### src/rtl/y86_dmem.sv
`default_nettype none
// +--------------------------------------------------------------------------+
// | y86_dmem                                                                  |
// | Byte-addressed DEPTH x WIDTH data memory with a fixed access latency and  |
// | a single-outstanding request/response handshake with error reporting.     |
// | Revision: 1.0                                                             |
// +--------------------------------------------------------------------------+
module y86_dmem #(
    parameter int WIDTH = 64,
    parameter int DEPTH = 32,
    parameter int LAT   = 2
) (
    input  logic             clk,
    input  logic             res,
    input  logic             req_valid,
    output logic             req_ready,
    input  logic             req_write,
    input  logic [63:0]      req_addr,
    input  logic [WIDTH-1:0] req_data,
    output logic             resp_valid,
    output logic [WIDTH-1:0] resp_data,
    output logic             resp_err
);

    localparam int c_IDX_W = (DEPTH > 1) ? $clog2(DEPTH) : 1;

    localparam logic [1:0] c_IDLE = 2'd0;
    localparam logic [1:0] c_BUSY = 2'd1;
    localparam logic [1:0] c_RESP = 2'd2;

    generate
        if (LAT < 1 || LAT > 7) begin : g_lat_check
            $error("y86_dmem: LAT must be in the range 1..7");
        end
    endgenerate

    logic [1:0]       r_state;
    logic [2:0]       r_cnt;
    logic             r_write;
    logic [63:0]      r_addr;
    logic [WIDTH-1:0] r_data;
    logic [WIDTH-1:0] r_mem [DEPTH];

    logic [60:0]        w_index;
    logic [c_IDX_W-1:0] w_slot;
    logic               w_err;

    // Range check uses the full 61-bit word index so high address bits never alias.
    assign w_index = r_addr[63:3];
    assign w_slot  = r_addr[3 +: c_IDX_W];
    assign w_err   = (r_addr[2:0] != 3'd0) || (w_index >= 61'(DEPTH));

    assign req_ready  = (r_state == c_IDLE);
    assign resp_valid = (r_state == c_RESP);

    always_ff @(posedge clk or posedge res) begin
        if (res) begin
            r_state   <= c_IDLE;
            r_cnt     <= 3'd0;
            r_write   <= 1'b0;
            r_addr    <= 64'd0;
            r_data    <= '0;
            resp_data <= '0;
            resp_err  <= 1'b0;
            for (int i = 0; i < DEPTH; i++) begin
                r_mem[i] <= '0;
            end
        end else begin
            case (r_state)
                c_IDLE: begin
                    if (req_valid) begin
                        r_write <= req_write;
                        r_addr  <= req_addr;
                        r_data  <= req_data;
                        r_cnt   <= 3'(LAT - 1);
                        r_state <= c_BUSY;
                    end
                end
                c_BUSY: begin
                    if (r_cnt == 3'd0) begin
                        if (w_err) begin
                            resp_data <= '0;
                            resp_err  <= 1'b1;
                        end else if (r_write) begin
                            r_mem[w_slot] <= r_data;
                            resp_data     <= '0;
                            resp_err      <= 1'b0;
                        end else begin
                            resp_data <= r_mem[w_slot];
                            resp_err  <= 1'b0;
                        end
                        r_state <= c_RESP;
                    end else begin
                        r_cnt <= r_cnt - 3'd1;
                    end
                end
                c_RESP: begin
                    r_state <= c_IDLE;
                end
                default: begin
                    r_state <= c_IDLE;
                end
            endcase
        end
    end

endmodule
`default_nettype wire

### config.mk
export PLATFORM = sky130hd
export DESIGN_NAME = y86_dmem
export DESIGN_NICKNAME = d
export VERILOG_FILES = /design/src/rtl/y86_dmem.sv
export SDC_FILE = /design/constraint.sdc
export NUM_CORES = 2
export LEC_CHECK = 0
export ABC_AREA = 0
export BUFFER_PORTS_ARGS = -buffer_cell sky130_fd_sc_hd__clkbuf_2
export CAP_MARGIN = 20
export CORE_MARGIN = 2
export CORE_UTILIZATION = 68
export DETAILED_ROUTE_END_ITERATION = 10
export PLACE_DENSITY = 0.81
export SYNTH_ARGS = -nofsm -noshare
export SYNTH_HDL_FRONTEND = slang
export SYNTH_SLANG_ARGS = --single-unit
### constraint.sdc
create_clock -name clk -period 137.9 [get_ports clk]
set_input_delay 0 -clock clk [delete_from_list [all_inputs] [get_ports clk]]
set_output_delay 0 -clock clk [all_outputs]
set_load 0.01 [all_outputs]
# Word level (Yosys, flattened, before mapping)
# Index checks and enable logic that the tools add are counted.
dict set report classes {
  n_reduce_logical 11
  n_mux 15
  n_eq_ne 5
  bitwise_logic 2
  n_lt_le_gt_ge 3
  add_sub_neg 1
}
# operator n
set op_table {}
lappend op_table {{bitwise mux 2048 bit} 1}
lappend op_table {{binary-select mux 64 bit (select 5 bit)} 1}
lappend op_table {{demux 64 bit (select 5 bit)} 1}
lappend op_table {{2-to-1 mux 64 bit} 5}
lappend op_table {{greater-or-equal comparator 61 x 6 -> 1 bit, second input constant} 1}
lappend op_table {{greater-or-equal comparator 6 bit, second input constant} 1}
lappend op_table {{< comparator 6 x 1 -> 1 bit, second input constant} 1}
lappend op_table {{2-to-1 mux 3 bit} 2}
lappend op_table {{inequality test 2 bit, second input constant} 3}
lappend op_table {{NOT 5 -> 6 bit} 1}
lappend op_table {{case mux 3 bit (2 select lines)} 1}
lappend op_table {{AND reduction 2 bit} 3}
lappend op_table {{2-to-1 mux 2 bit} 2}
lappend op_table {{case mux 2 bit (2 select lines)} 1}
lappend op_table {{AND reduction 4 bit} 1}
lappend op_table {{zero test 3 bit} 1}
lappend op_table {{AND reduction 3 bit} 1}
lappend op_table {{nonzero test 3 bit} 1}
lappend op_table {{subtractor 3 x 1 -> 3 bit, second input constant} 1}
lappend op_table {{equality test 2 x 1 -> 1 bit, second input constant} 1}
lappend op_table {{equality test 2 bit, second input constant} 1}
lappend op_table {{zero test 2 bit} 1}
lappend op_table {{nonzero test 2 bit} 1}
lappend op_table {{logical AND 1 bit} 1}
lappend op_table {{3 further kinds} 3}
dict set report word_totals {
  inputBits 132
  reg_bits 2247
  elab_cells 76
  output_inout_bits 67
}

# Logic depth before layout (Yosys ltp)
dict set report logic_depth {
  ltp_word 6
  depth_mapped 12
}

# Worst setup path after synthesis
# OpenSTA, ideal clock, no wires.
dict set report synth_timing {
  path_kind {register to register}
  from {register r_cnt[0]}
  to {register r_mem[962] (netlist bit)}
  arrival_ps 2576
  setup_slack_ps 135196
  stages_incl_launch_ff 12
  path_cell_list {dfrtp_1 > inv_1 > ha_1 > nor2b_2 > nand3b_1 > inv_2 > nand4_1 > a311oi_4 > buf_6 > nand4_4 > buf_6 > mux2_1}
}
dict set report synth_between {
  elab_chain_cells 2
}
# item line
set synth_rtl {}
lappend synth_rtl {{start: declaration} 38} ;# logic [2:0] r_cnt;
lappend synth_rtl {{start signal: assignment} 75} ;# r_cnt <= 3'(LAT - 1);
lappend synth_rtl {{start signal: assignment} 94} ;# r_cnt <= r_cnt - 3'd1;
lappend synth_rtl {{zero test 3 bit} 80} ;# if (r_cnt == 3'd0) begin
lappend synth_rtl {{AND reduction 4 bit (no line)} --}
lappend synth_rtl {{end signal: indexed assignment} 85} ;# r_mem[w_slot] <= r_data;
lappend synth_rtl {{end: declaration} 42} ;# logic [WIDTH-1:0] r_mem [DEPTH];
# No other way between the ends.
# A chain may end at the register's enable or synchronous reset.

==> flow_summary.toml <==
[grt]
grt_pass1_vias = 65860
grt_pass1_wl_um = 426700
grt_util_all_layers_pct = 38.08
grt_max_degree = 184
gr-total-overflow = 0
antenna_found_initial = 3

[die]
initial_core_util_pct = 68.69
die_w_um = 387.9
dieArea_um2 = 150500
io_pins = 199
core_area_um2 = 145900
fp.dieH_um = 387.9
num_rows = 140

[detailed_routing]
num_vias = 63370
routedWlPerCell_um = 31.03
viasPerCell = 6.851
firstDrtPassIters = 5
drtIter0Drc = 5776
wl_um = 287100
final_antenna_net_count = 0
drc = 0

[sta]
period_minus_slack_ns = 6.125
max_freq_mhz = 163.3
slew_viol_final = 0
hold_viol = 0
whs_ns = 0.06177
grt_setup_unrepaired = "no"
slew_headroom_pct = 16.48
setup_tns_ns = 0
setup_viol_count_final = 0
finClkSkew_ns = 0.02767
worstMarginPinSlew_ns = 1.253
post-route-period-util_pct = 4.442

[synth]
synth_top_area_share_pct = 56.10
synth_area_leaders = "dfrtp_1, mux2_2, mux2i_1"
yosysTopAreaCell = "dfrtp_1"
ys_seq_area_share_pct = 56.10
ys_seq_elements = 2247
netlist_instances = 6984
syn_area_um2 = 100200
synth_edf_count = 0
async_flop_share_pct = 100.0
synth_nets = 7118
synthTopCellsByCount = "dfrtp_1, mux2_2, mux2i_1, o22ai_1, clkbuf_1"
synth_area_per_cell_um2 = 14.35
synthFlopType = "dfrtp_1"
yosysUniqueCellTypes = 41
synth_warnings = 0
yosys.cell_count.top_type = "dfrtp_1"

[power_and_ir_drop]
ir_drop_uv = 17.24
p_leak_uw = 0.05721
p_per_area_nw_per_um2 = 15.06
p_total_uw = 1683

[finish]
final_cell_area_um2 = 111700
layout-drive-gt1-share_pct = 37.14
fin_nets = 7289
area_delta_synth_final_pct = 11.50

[worst_setup_path]
r2r-start = "r_addr[4]"
r2r_cells = 8
reg2reg_to = "resp_data[38]"
worstSetupPathType = "in2async"
path_max_fanout = 108
crit_chain = "dlygate4sd3_1, clkbuf_2, dlygate4sd3_1, inv_8, buf_4, buf_4, buf_4, buf_4, buf_4, buf_4"
cp.required_ns = 138.77
max_stage_delay_ns = 0.90
cp_slowest_cell = "buf_4"
end_kind = "async pin"
crit_arrival_ns = 7.00
rrSetupSlack_ns = 132.63
cp_common_cell = "buf_4"
cp-start-kind = "input pin"

[clock_network]
ctsHtreeMaxLevel = 4
insertion_delay_ns = 0.85
cts.path.max_buffers = 3
clockRootBuffer = "clkbuf_16"
clk_pin_slew_ns = 0.06
cts_tree = "yes"
cts_resized = 0
cts_buffers = 219
clock-sinks = 2247

[place]
placed_area_um2 = 101700
place_congestion = 0.7815
port_buffers = 198
dp_hpwl_um = 142700

[worst_hold_path]
worstHoldStart = "req_data[19]"
hp-class = "in2reg"
hold-path-cell-count = 3
holdPathEnd = "r_data[19]"

[status]
status = "finished clean"

[run]
max_cap_viol_count = 0
## worst max-delay path, delay by kind of cell
| kind | cells | cell delay [ns] |
|---|---|---|
| buf+inv | 10 | 6.64 |
## how the worst max path moves through the flow
| stage | startpoint | endpoint | slack [ns] | cells after the start |
|---|---|---|---|---|
| finish | res | r_mem[1868] | 131.78 | 10 |
| global route | res | r_mem[15] | 130.81 | 10 |
| CTS | res | r_mem[783] | 131.62 | 10 |
| detailed placement | res | r_data[12] | 131.89 | 8 |
| global placement | res | r_data[12] | 132.07 | 8 |
| floorplan | res | r_addr[0] | 74.41 | 1 |
## where the power goes
| part | internal, uW | switching, uW | total, uW |
|---|---|---|---|
| sequential | 678 | 101 | 779 |
| clock | 350 | 256 | 606 |
| combinational | 115 | 184 | 299 |
## layout by cell type, fill, tap and decap left out, drive strengths merged, types with 2 or more instances in the layout
| master | count |
|---|---|
| clkinv | 43 |
| ha | 2 |
| diode | 3 |
| and3 | 2 |
| or4b | 5 |
| inv | 9 |
| clkinvlp | 3 |
| nor2b | 3 |
| nand4 | 37 |
| nor3 | 2 |
| nand4bb | 6 |
| mux2i | 1024 |
| nor4 | 142 |
| o22ai | 512 |
| buf | 139 |
| a22o | 64 |
| nand2 | 69 |
| dfrtp | 2247 |
| and3b | 3 |
| nand4b | 4 |
| mux2 | 2178 |
| clkbuf | 529 |
| dlygate4sd3 | 270 |
| nor3b | 3 |
| o21ai | 2 |
| bufinv | 15 |
| and2 | 2 |
| nor2 | 9 |
## cell families (layout without fill, tap and decap cells)
logic type	Yosys count	in the layout	share of synthesized area [%]
DFF	2247	2247	56.10
muxes	3202	3202	34.70
other	0	3	0
AOI/OAI and AO/OA	582	582	3.811
buffers and inverters	661	1008	3.206
and+or+nand+nor	290	290	2.155
adders and majority gates	2	2	0.02496
## metrics by stage
step           setup WS [ns]  utilization (%)  cells
6_report              131.78            76.58   9251
5_1_grt               130.81            76.58   9250
4_1_cts               131.62            76.49   9242
3_5_place_dp          131.89            69.67   8575
3_3_place_gp          132.07            69.66   8574
2_1_floorplan          74.41                -   6984
## layout make-up
class | count | area [um2]
diodes | 3 | 7.507
clock buffers | 331 | 6467
clock inverters | 66 | 769.5
fillers | 8807 | 34170
inverters | 4 | 22.52
multi-input cells | 4076 | 40950
flip-flops and latches | 2247 | 56230
well taps | 1917 | 2399
repair buffers | 607 | 4902
## sequential cells by signal, summed over array words and instances, names as in the netlist
signal     count
r_cnt          3
resp_err       1
r_addr        64
r_mem       2048
resp_data     64
r_write        1
r_data        64
r_state        2
## repair_timing
| action | 4_1_cts | 5_1_grt |
|---|---|---|
| hold buffers | 270 | 0 |
| buffers inserted | 0 | 0 |
| hold endpoints to repair | 237 | 0 |
## per-layer routing
metal | global-route usage [%] | routed length [um] | vias up
li1 | - | - | 26100
met1 | 51.41 | 115100 | 33790
met2 | 61.11 | 137000 | 2729
met3 | 7.047 | 21680 | 759
met4 | 16.18 | 13320 | 0
met5 | 0 | 0 | -
(Power assumes the default switching activity.)
